===== src/rtl/muldiv_issue_ctrl.sv =====
// Issue controller for the multi-cycle M-extension ALU: launches one op at a time,
// watches for done with a watchdog, and hands the result to writeback.
module muldiv_issue_ctrl #(
  parameter int TIMEOUT  = 48,
  parameter int TIMER_W  = 6,
  parameter int CACHE_EN = 1
) (
  input  logic        clk,
  input  logic        rst,
  input  logic        req_valid,
  output logic        req_ready,
  input  logic [5:0]  req_alucode,
  input  logic [31:0] req_op1,
  input  logic [31:0] req_op2,
  input  logic [4:0]  req_rd,
  input  logic        flush,
  output logic        alu_start,
  output logic [5:0]  alu_code,
  output logic [31:0] alu_op1,
  output logic [31:0] alu_op2,
  input  logic [31:0] alu_result,
  input  logic        alu_done,
  output logic        wb_valid,
  input  logic        wb_ready,
  output logic [4:0]  wb_rd,
  output logic [31:0] wb_data,
  output logic        wb_err,
  output logic        busy
);

  typedef enum logic [2:0] {IDLE, START, WAIT, DRAIN, RESP} state_e;

  localparam logic [TIMER_W-1:0] TIMER_LAST = TIMER_W'(TIMEOUT - 1);

  state_e              state_q, state_d;
  logic [5:0]          code_q, code_d;
  logic [31:0]         op1_q, op1_d, op2_q, op2_d;
  logic [4:0]          rd_q, rd_d;
  logic                alu_start_q, alu_start_d;
  logic                wb_valid_q, wb_valid_d;
  logic [31:0]         wb_data_q, wb_data_d;
  logic                wb_err_q, wb_err_d;
  logic [TIMER_W-1:0]  timer_q, timer_d;
  logic                c_valid_q, c_valid_d;
  logic [5:0]          c_code_q, c_code_d;
  logic [31:0]         c_op1_q, c_op1_d, c_op2_q, c_op2_d, c_data_q, c_data_d;

  logic accept;
  logic cache_hit;

  assign req_ready = (state_q == IDLE) && !flush;
  assign busy      = (state_q != IDLE);
  assign accept    = req_valid && req_ready;

  // Exact match on the full request only; a different opcode on the same operands misses.
  assign cache_hit = (CACHE_EN != 0) && c_valid_q && (c_code_q == req_alucode) &&
                     (c_op1_q == req_op1) && (c_op2_q == req_op2);

  assign alu_start = alu_start_q;
  assign alu_code  = code_q;
  assign alu_op1   = op1_q;
  assign alu_op2   = op2_q;
  assign wb_valid  = wb_valid_q;
  assign wb_rd     = rd_q;
  assign wb_data   = wb_data_q;
  assign wb_err    = wb_err_q;

  always_comb begin
    state_d     = state_q;
    code_d      = code_q;
    op1_d       = op1_q;
    op2_d       = op2_q;
    rd_d        = rd_q;
    alu_start_d = 1'b0;
    wb_valid_d  = wb_valid_q;
    wb_data_d   = wb_data_q;
    wb_err_d    = wb_err_q;
    timer_d     = timer_q;
    c_valid_d   = c_valid_q;
    c_code_d    = c_code_q;
    c_op1_d     = c_op1_q;
    c_op2_d     = c_op2_q;
    c_data_d    = c_data_q;

    case (state_q)
      IDLE: begin
        if (accept) begin
          code_d = req_alucode;
          op1_d  = req_op1;
          op2_d  = req_op2;
          rd_d   = req_rd;
          if (cache_hit) begin
            wb_data_d  = c_data_q;
            wb_err_d   = 1'b0;
            wb_valid_d = 1'b1;
            state_d    = RESP;
          end else begin
            alu_start_d = 1'b1;
            state_d     = START;
          end
        end
      end
      START: begin
        timer_d = '0;
        state_d = flush ? DRAIN : WAIT;
      end
      WAIT: begin
        timer_d = timer_q + 1'b1;
        if (flush) begin
          state_d = alu_done ? IDLE : DRAIN;
        end else if (alu_done) begin
          wb_data_d  = alu_result;
          wb_err_d   = 1'b0;
          wb_valid_d = 1'b1;
          c_valid_d  = 1'b1;
          c_code_d   = code_q;
          c_op1_d    = op1_q;
          c_op2_d    = op2_q;
          c_data_d   = alu_result;
          state_d    = RESP;
        end else if (timer_q == TIMER_LAST) begin
          wb_data_d  = '0;
          wb_err_d   = 1'b1;
          wb_valid_d = 1'b1;
          c_valid_d  = 1'b0;
          state_d    = RESP;
        end
      end
      // The ALU cannot be aborted, so a flushed op is allowed to finish silently.
      DRAIN: begin
        timer_d = timer_q + 1'b1;
        if (alu_done || (timer_q == TIMER_LAST)) begin
          state_d = IDLE;
        end
      end
      RESP: begin
        if (flush || wb_ready) begin
          wb_valid_d = 1'b0;
          state_d    = IDLE;
        end
      end
      default: state_d = IDLE;
    endcase
  end

  always_ff @(posedge clk or negedge rst) begin
    if (!rst) begin
      state_q     <= IDLE;
      code_q      <= '0;
      op1_q       <= '0;
      op2_q       <= '0;
      rd_q        <= '0;
      alu_start_q <= 1'b0;
      wb_valid_q  <= 1'b0;
      wb_data_q   <= '0;
      wb_err_q    <= 1'b0;
      timer_q     <= '0;
      c_valid_q   <= 1'b0;
      c_code_q    <= '0;
      c_op1_q     <= '0;
      c_op2_q     <= '0;
      c_data_q    <= '0;
    end else begin
      state_q     <= state_d;
      code_q      <= code_d;
      op1_q       <= op1_d;
      op2_q       <= op2_d;
      rd_q        <= rd_d;
      alu_start_q <= alu_start_d;
      wb_valid_q  <= wb_valid_d;
      wb_data_q   <= wb_data_d;
      wb_err_q    <= wb_err_d;
      timer_q     <= timer_d;
      c_valid_q   <= c_valid_d;
      c_code_q    <= c_code_d;
      c_op1_q     <= c_op1_d;
      c_op2_q     <= c_op2_d;
      c_data_q    <= c_data_d;
    end
  end

endmodule


===== config.mk =====
export PLATFORM = sky130hd
export DESIGN_NAME = muldiv_issue_ctrl
export DESIGN_NICKNAME = d
export VERILOG_FILES = /design/src/rtl/muldiv_issue_ctrl.sv
export SDC_FILE = /design/constraint.sdc
export NUM_CORES = 1
export LEC_CHECK = 0
export ABC_AREA = 1
export BUFFER_PORTS_ARGS = -buffer_cell sky130_fd_sc_hd__buf_2
export CAP_MARGIN = 30
export CORE_MARGIN = 2
export CORE_UTILIZATION = 52
export DETAILED_ROUTE_END_ITERATION = 16
export PLACE_DENSITY = 0.74
export SYNTH_ARGS = -nofsm -noshare
export SYNTH_HDL_FRONTEND = slang
export SYNTH_SLANG_ARGS = --single-unit

===== constraint.sdc =====
create_clock -name clk -period 2.45 [get_ports clk]
set_clock_uncertainty 0.1 [all_clocks]
set_input_delay 0.1225 -clock clk [delete_from_list [all_inputs] [get_ports clk]]
set_output_delay 0.1225 -clock clk [all_outputs]
set_load 0.01 [all_outputs]

==> results.md, run 1 <==
STA:
- The pin slew with the least headroom to its limit is 0.5358 ns.
- The final setup violation count is 0.
- Final hold analysis gives a worst-case slack of 0.02674 ns.
- The worst setup margin is 0.1796 ns.
- Static timing analysis puts the maximum clock frequency at 0.4404 GHz.
- The hold violation total from the final report is 0.
- Setup repair after global routing left no endpoint under its margin.
- The normalized max-slew margin is 64.28%.
- The final-report max-slew violation count is 0.
- In the final timing run, aggregate negative setup slack is 0 ns.
- The final critical path takes up 92.67% of the cycle.
- The final period demand of the worst path is 2.270 ns.

Cells and area:
- The final layout contains 1678 nets.
- The diode insertion count for antenna repair is 0.
- In the final layout, the share of cells above drive strength 1 is 20.25%.
- The layout overhead on the synthesized area is 34.15%.
- The design area is 13570 um2.

Power:
- IR analysis of the VDD net gives a maximum drop of 735.3 uV.
- The cell area power density is 1197 nW/um2.
- The analysis attributes to cell leakage a power of 7.005 nW.
- The design draws 16.24 mW.

Synthesis:
- Counting flops with a built-in enable in the synthesized netlist gives 0.
- The top cell type by total area after synthesis is dfrtp_1.
- The post-synthesis sequential element count is 222.
- When the netlist entered floorplanning its net count stood at 1347.
- The portion of the post-synthesis area used by sequential elements is 54.93%.
- The mean area per synthesized cell is 8.202 um2.
- In this run, distinct cell masters in the synthesized netlist total 33.
- The fraction of synthesized cell area taken by the top area cell type is 54.93%.
- Yosys printed 0 warnings.
- The most used flip-flop cell after synthesis is dfrtp_1.
- The synthesized netlist occupies a cell area of 10110 um2.
- In the synthesized netlist the async set-or-reset flop fraction comes to 100.0%.
- In the post-synthesis netlist, the biggest area contributors are dfrtp_1 55%, nand2_1 16%, o21ai_0 8.4%.
- Counting every instance in the synthesized netlist gives 1233.

Worst setup path:
- The slowest stage of the critical path is the dlygate4sd3_1 cell.
- The nature of the critical path startpoint is a register.
- The maximum net fanout on the critical path is 8.
- The worst setup path is of the register to register kind.
- The worst path arrival time is 2.60 ns.
- The type of element capturing the critical path is a register.
- The setup check on the worst reg-to-reg path leaves a slack of 0.18 ns.
- At the worst endpoint, the required time is 2.78 ns.
- The largest stage delay on the critical path is 0.57 ns.
- The signal on the critical path passes through nor2_4, inv_2, nor2_2, buf_4, inv_2, nor2_4, buf_4, nand2_1, o22ai_1, dlygate4sd3_1.

Placement:
- Summing all placed instances gives a cell area of 11550 um2.
- The post-detailed-placement half-perimeter wirelength is 17.03 mm.
- The pre-CTS worst setup slack is 0.1696 ns.
- The routability congestion estimate from global placement is 0.8467.
- The count of buffers added on input and output ports is 224.

GRT:
- The first global-routing pass estimated 42.10 mm of wire.
- After global routing the overflow that remains totals 0.
- Entering global routing, the biggest net connects 120 pins.
- The total global-route track usage is 25.14%.
- The number of antenna violations at the first check in global routing is 0.
- The via count of the first global-routing pass was 8866.

Detailed routing:
- In this run the remaining antenna-violating nets after routing total 0.
- The post-detailed-route wirelength per cell is 14.50 um.
- The first-pass iteration count of the detailed router is 5.
- The overall via count from detail_route is 9183.
- The total routed wirelength is 26.75 mm.
- The count of unresolved DRC violations after routing is 0.
- The detailed router's first-iteration violation count is 516.
- The vias per cell is 4.977.

Clock tree:
- For the worst-skew pair, the clock arrives at the later sink with an insertion delay of 0.51 ns.
- The CTS buffer count is 25.
- The clock net sink count is 222.
- The CTS tree is done.
- The root buffer selected by CTS is clkbuf_16.
- After clock tree synthesis, the clock-pin slew on the worst setup and hold paths is 0.06 ns.
- The maximum buffer depth of the clock tree is 3.
- In this run the number of H-tree levels came out at 1.

Floorplan:
- The total I/O pin count is 225.
- The die covers 20580 um2.
- The die height is 143.5 um.
- The die width is 143.5 um.
- The floorplan core area is 19270 um2.
- The initialized floorplan defines 51 standard-cell rows.
- The initial utilization of the core area, before any placement, comes to 52.48%.

Run:
- The max-cap violation count is 0.

Hold path:
- The path category of the worst min-delay check is input pin to register.

Outcome:
- The flow ran to the end, and the final reports show no timing, DRC or antenna violations.
## routing by layer
layer  track usage, %  part of all wire, %  vias to the layer above
met3            4.765                  6.9                       53
met5                0                    0                        -
met2            42.26                   48                      336
met4            7.121                  2.1                        0
met1            33.50                   43                     4263
li1                 -                    -                     4531
## stage by stage
stage	utilization, %	instances
finish	70.40	1845
global route	70.40	1845
CTS	70.28	1844
detailed placement	59.93	1687
global placement	59.93	1687
floorplan	-	1233
## path summary, 6_finish.rpt
kind / from / endpoint / cells past startpoint
worst max-delay path: state_q[2] / c_data_q[12] / 10
worst min-delay path: alu_done / state_q[0] / 4
worst max register to register: state_q[2] / c_data_q[12] / 10
worst min register to register: wb_data[30] / wb_data[30] / 2
max in group asynchronous: rst / alu_op1[4] / 3
min in group asynchronous: rst / c_op2_q[10] / 2
## flip-flops by register name (all words and copies together) (netlist names)
register,count
alu_op2,32
wb_data,32
alu_code,6
wb_err,1
alu_op1,32
state_q,3
c_data_q,32
c_op2_q,32
timer_q,6
alu_start,1
c_code_q,6
wb_rd,5
c_valid_q,1
c_op1_q,32
wb_valid,1
## logic make-up after synthesis
logic type | synth area share, %
simple gates | 22.12
flops | 54.93
compound gates | 11.62
buf+inv | 8.326
mux | 1.670
xor+xnor | 1.212
fa+ha+maj | 0.1237
## cell type report
cell class	count	area, um2
clock buffers	38	774.5
inverters	161	604.3
well taps	265	331.6
fillers	1438	5704
multi-input cells	796	3747
flip-flops and latches	222	5555
clock inverters	5	77.57
repair buffers	358	2476
## critical path, delay by kind of cell, from the launching register on
family	cells	cell delay (ns)
compound gates	1	0.12
buf+inv	5	1.02
flops	1	0.45
simple gates	4	0.49
## cells in the final DEF (no fill, tap or decap), types with 3 or more instances in the layout
| cell | instances |
|---|---|
| o21ai_1 | 4 |
| o21a_1 | 25 |
| buf_2 | 223 |
| dfrtp_1 | 222 |
| dlygate4sd3_1 | 114 |
| nor2_4 | 4 |
| clkbuf_1 | 3 |
| nor2_1 | 69 |
| buf_4 | 15 |
| o21ai_0 | 169 |
| inv_2 | 5 |
| nand3_1 | 5 |
| nand4_1 | 37 |
| inv_1 | 156 |
| buf_12 | 4 |
| or2_2 | 5 |
| mux2_2 | 15 |
| clkbuf_8 | 10 |
| clkbuf_16 | 25 |
| xnor2_1 | 12 |
| nor3_1 | 3 |
| nand2_1 | 418 |
| o22ai_1 | 10 |
## what timing repair did
action                     in CTS  in global routing
gates resized for setup         0                  3
hold buffers                  114                  0
setup buffers                   0                  0
setup endpoints to repair       0                 36
hold endpoints to repair      355                  0
## report_power, final
| group | total, mW | internal [mW] | switching (mW) |
|---|---|---|---|
| combinational | 6.04 | 2.43 | 3.61 |
| clock | 3.80 | 2.37 | 1.43 |
| sequential | 6.41 | 5.38 | 1.02 |
| total | 16.2 | 10.2 | 6.06 |
## synthesized netlist by cell type (2+ instances only)
library cell  count
buf_4             3
inv_2             5
o21a_1           25
o21ai_1           4
inv_1           156
o22ai_1          10
a21oi_1           2
nand2_1         419
xnor2_1          12
o21ai_0         169
clkbuf_1         35
nor2_2            3
nor3_1            3
o31ai_1           2
xor2_1            2
mux2_2           15
buf_2            16
nand3_1           5
nand4_1          37
nor2_4            3
a22o_1            2
nor2_1           69
dfrtp_1         222
or2_2             5
Power figures use the tool's default switching activity.
==> inputs of run 2 (changes only) <==
--- a/config.mk
+++ b/config.mk
@@ -8,10 +8,12 @@
 export ABC_AREA = 1
 export BUFFER_PORTS_ARGS = -buffer_cell sky130_fd_sc_hd__buf_2
 export CAP_MARGIN = 30
+export CELL_PAD_IN_SITES_DETAIL_PLACEMENT = 1
+export CELL_PAD_IN_SITES_GLOBAL_PLACEMENT = 1
 export CORE_MARGIN = 2
-export CORE_UTILIZATION = 52
+export CORE_UTILIZATION = 40
 export DETAILED_ROUTE_END_ITERATION = 16
-export PLACE_DENSITY = 0.74
+export PLACE_DENSITY = 0.77
 export SYNTH_ARGS = -nofsm -noshare
 export SYNTH_HDL_FRONTEND = slang
 export SYNTH_SLANG_ARGS = --single-unit
==> results.md, run 2 (synthesis results as in run 1) <==
Outcome:
- The flow ran to the end, and the final reports show no timing, DRC or antenna violations.

Cells and area:
- The diode insertion count for antenna repair came to 0 (unchanged).
- The number of nets in the final layout is 1687 (+0.54%).
- The design area is 13820 um2 (+1.9%).
- The most common cell after layout, fill and taps aside is nand2_1.
- The layout overhead on the synthesized area is 36.66%.
- The final design utilization was 55.20% (-15 points).
- In the layout the commonest cells are 418 x nand2_1, 223 x buf_2, 222 x dfrtp_1.
- The number of filler cells placed in the layout is 3010 (+110%).
- The proportion of layout cells with a drive suffix above 1 is 20.77% (+0.51 points).

Power:
- The worst vdd rail ir drop is 590.1 uV (-20%).
- The overall power of the completed layout is 16.97 mW (+4.5%).
- The leakage power figure was 7.060 nW (+0.78%).
- The cell area power density came to 1228 nW/um2 (+2.5%).

Detailed routing:
- The first-pass iteration count of the detailed router is 4 (-1).
- The count of unresolved DRC violations after routing is 0 (unchanged).
- The vias per cell is 5.013 (+0.72%).
- The detailed router's first-iteration violation count is 564 (+9.3%).
- The post-detailed-route count of antenna-violating nets came to 0 (unchanged).
- The total routed wirelength came to 33.71 mm (+26%).
- The overall via count from detail_route was 9620 (+4.8%).
- The post-detailed-route wirelength per cell was 17.57 um (+21%).

STA:
- The timing-limited maximum frequency is 0.4304 GHz (-2.3%).
- The final setup violation count came to 0 (unchanged).
- The sum of negative setup slack is 0 ns (unchanged).
- The final-report max-slew violation count is 0 (unchanged).
- The normalized max-slew margin is 56.85% (-7.4 points).
- The hold violation total from the final report is 0 (unchanged).
- The pin slew with the least headroom to its limit is 0.6472 ns (+0.1114 ns).
- The post-route fraction of the period consumed by the critical path is 94.83% (+2.2 points).
- The final period demand of the worst path is 2.323 ns (+0.05290 ns).

Clock tree:
- The insertion delay of the later-clocked pin in the worst-skew pair is 0.53 ns (+0.02 ns).
- The number of levels the H-tree was split into is 1 (unchanged).
- The root buffer selected by CTS is clkbuf_16.
- TritonCTS built the clock tree.
- The clock net sink count came to 222 (unchanged).
- The clock transition at the register clock pins on the worst setup and hold paths after CTS is 0.06 ns (about the same).
- The CTS buffer count is 26 (+4.0%).
- The maximum buffer depth of the clock tree is 3 (unchanged).

GRT:
- The pin count of the biggest net entering global routing is 98 (-18%).
- The via count of the first global-routing pass came to 10340 (+17%).
- The number of antenna violations at the first check in global routing is 0 (unchanged).
- The global-route wire length before repair is 53.86 mm (+28%).
- The total global-route track usage came to 25.24% (+0.10 points).
- The global route total overflow is 0 (unchanged).

Worst setup path:
- The worst path arrival time is 2.64 ns (+0.04 ns).
- The maximum net fanout on the critical path came to 7 (-1).
- The critical path is of the register to register type.
- The worst setup path is captured at a register.
- The worst setup path is launched from a register.
- The data required time of the worst path is 2.76 ns (-0.02 ns).

Placement:
- The placed instance area came to 11650 um2 (+0.89%).
- The post-detailed-placement half-perimeter wirelength was 20.60 mm (+21%).
- The number of buffer cells added on primary ports is 224 (unchanged).
- The routability congestion estimate from global placement is 0.7681 (-9.3%).

Floorplan:
- The die width is 163.0 um (+14%).
- The placement row count is 58 (+14%).
- The floorplan core area is 25040 um2 (+30%).
- The die height is 163.0 um (+14%).
- The overall die area was 26570 um2 (+29%).
- The total I/O pin count came to 225 (unchanged).
- The initial cell density of the core is 40.39% (-12 points).

Run:
- The max-cap violation count is 0 (unchanged).

Hold path:
- The path category of the worst min-delay check is input pin to asynchronous set/reset pin.
[run 2: changes by cell type in the layout (fill, tap and decap cells not counted), sizes merged]
cell,delta
nand3,+3
clkinvlp,-1
clkbuf,-3
clkinv,+6
buf,+3
inv,-1
dlygate4sd3,+2
[run 2: power by group]
group | leakage [nW] | switching (mW) | total (mW) | internal, mW
Combinational | 3.90 | 4.03 | 6.59 | 2.56
Clock | 0.434 | 1.55 | 3.93 | 2.38
Sequential | 2.73 | 1.07 | 6.45 | 5.39
Total | 7.06 | 6.65 | 17.0 | 10.3
[run 2: layout make-up]
class                      instances  area [um2]  area share, %
clock buffer                      35       765.7          5.540
sequential                       222        5555          40.20
tap                              330       412.9          2.987
clock inverter                     9       95.09         0.6880
timing repair buffer             363        2560          18.52
inverter                         161       605.6          4.382
multi-input combinational        799        3826          27.68
[run 2: worst max-delay path, cell delays in order (launching register included)]
cell and delay, ns:
dfrtp_1 0.44, nor2_2 0.22, nand2_2 0.16, nor3b_4 0.23, nor2_1 0.09, nor2_1 0.15, nand2_1 0.11, nor2_4 0.14
buf_12 0.15, nand3_2 0.20, nand2_1 0.14, nand2_1 0.07
[run 2: layer usage]
| metal | track usage, % | up-vias | share of wire [%] |
|---|---|---|---|
| li1 | - | 4559 | - |
| met1 | 31.67 | 4726 | 42 |
| met2 | 44.24 | 265 | 49 |
| met3 | 5.460 | 70 | 5.8 |
| met4 | 6.597 | 0 | 2.8 |
| met5 | 0 | - | 0 |
[run 2: repair_timing]
action	CTS	global route
hold endpoints to repair	242	0
hold buffers	116	0
setup buffers	0	2
pin swaps	1	3
endpoints found under the setup margin	35	40
gates cloned	1	3
resized for setup	5	10
[run 2: through the flow]
step                std cells  hold slack [ns]  worst slack, ns
global placement         1753          0.07124          0.02771
CTS                      1914          0.09304          0.06057
floorplan                1233          -0.2731           0.5635
detailed placement       1753          0.06628         -0.05277
finish                   1919          0.08333           0.1267
global route             1919           0.1442         -0.05652
[run 2: worst paths after layout]
path | from | end | slack (ns) | cells past startpoint
max in group asynchronous | rst | alu_op1[10] | 1.35 | 3
setup / recovery | state_q[0] | wb_data[13] | 0.13 | 11
hold reg to reg | wb_data[16] | wb_data[16] | 0.37 | 2
min in group clk | req_valid | state_q[0] | 0.15 | 6
hold / removal | rst | alu_op2[8] | 0.08 | 2
setup reg to reg | state_q[0] | wb_data[13] | 0.13 | 11
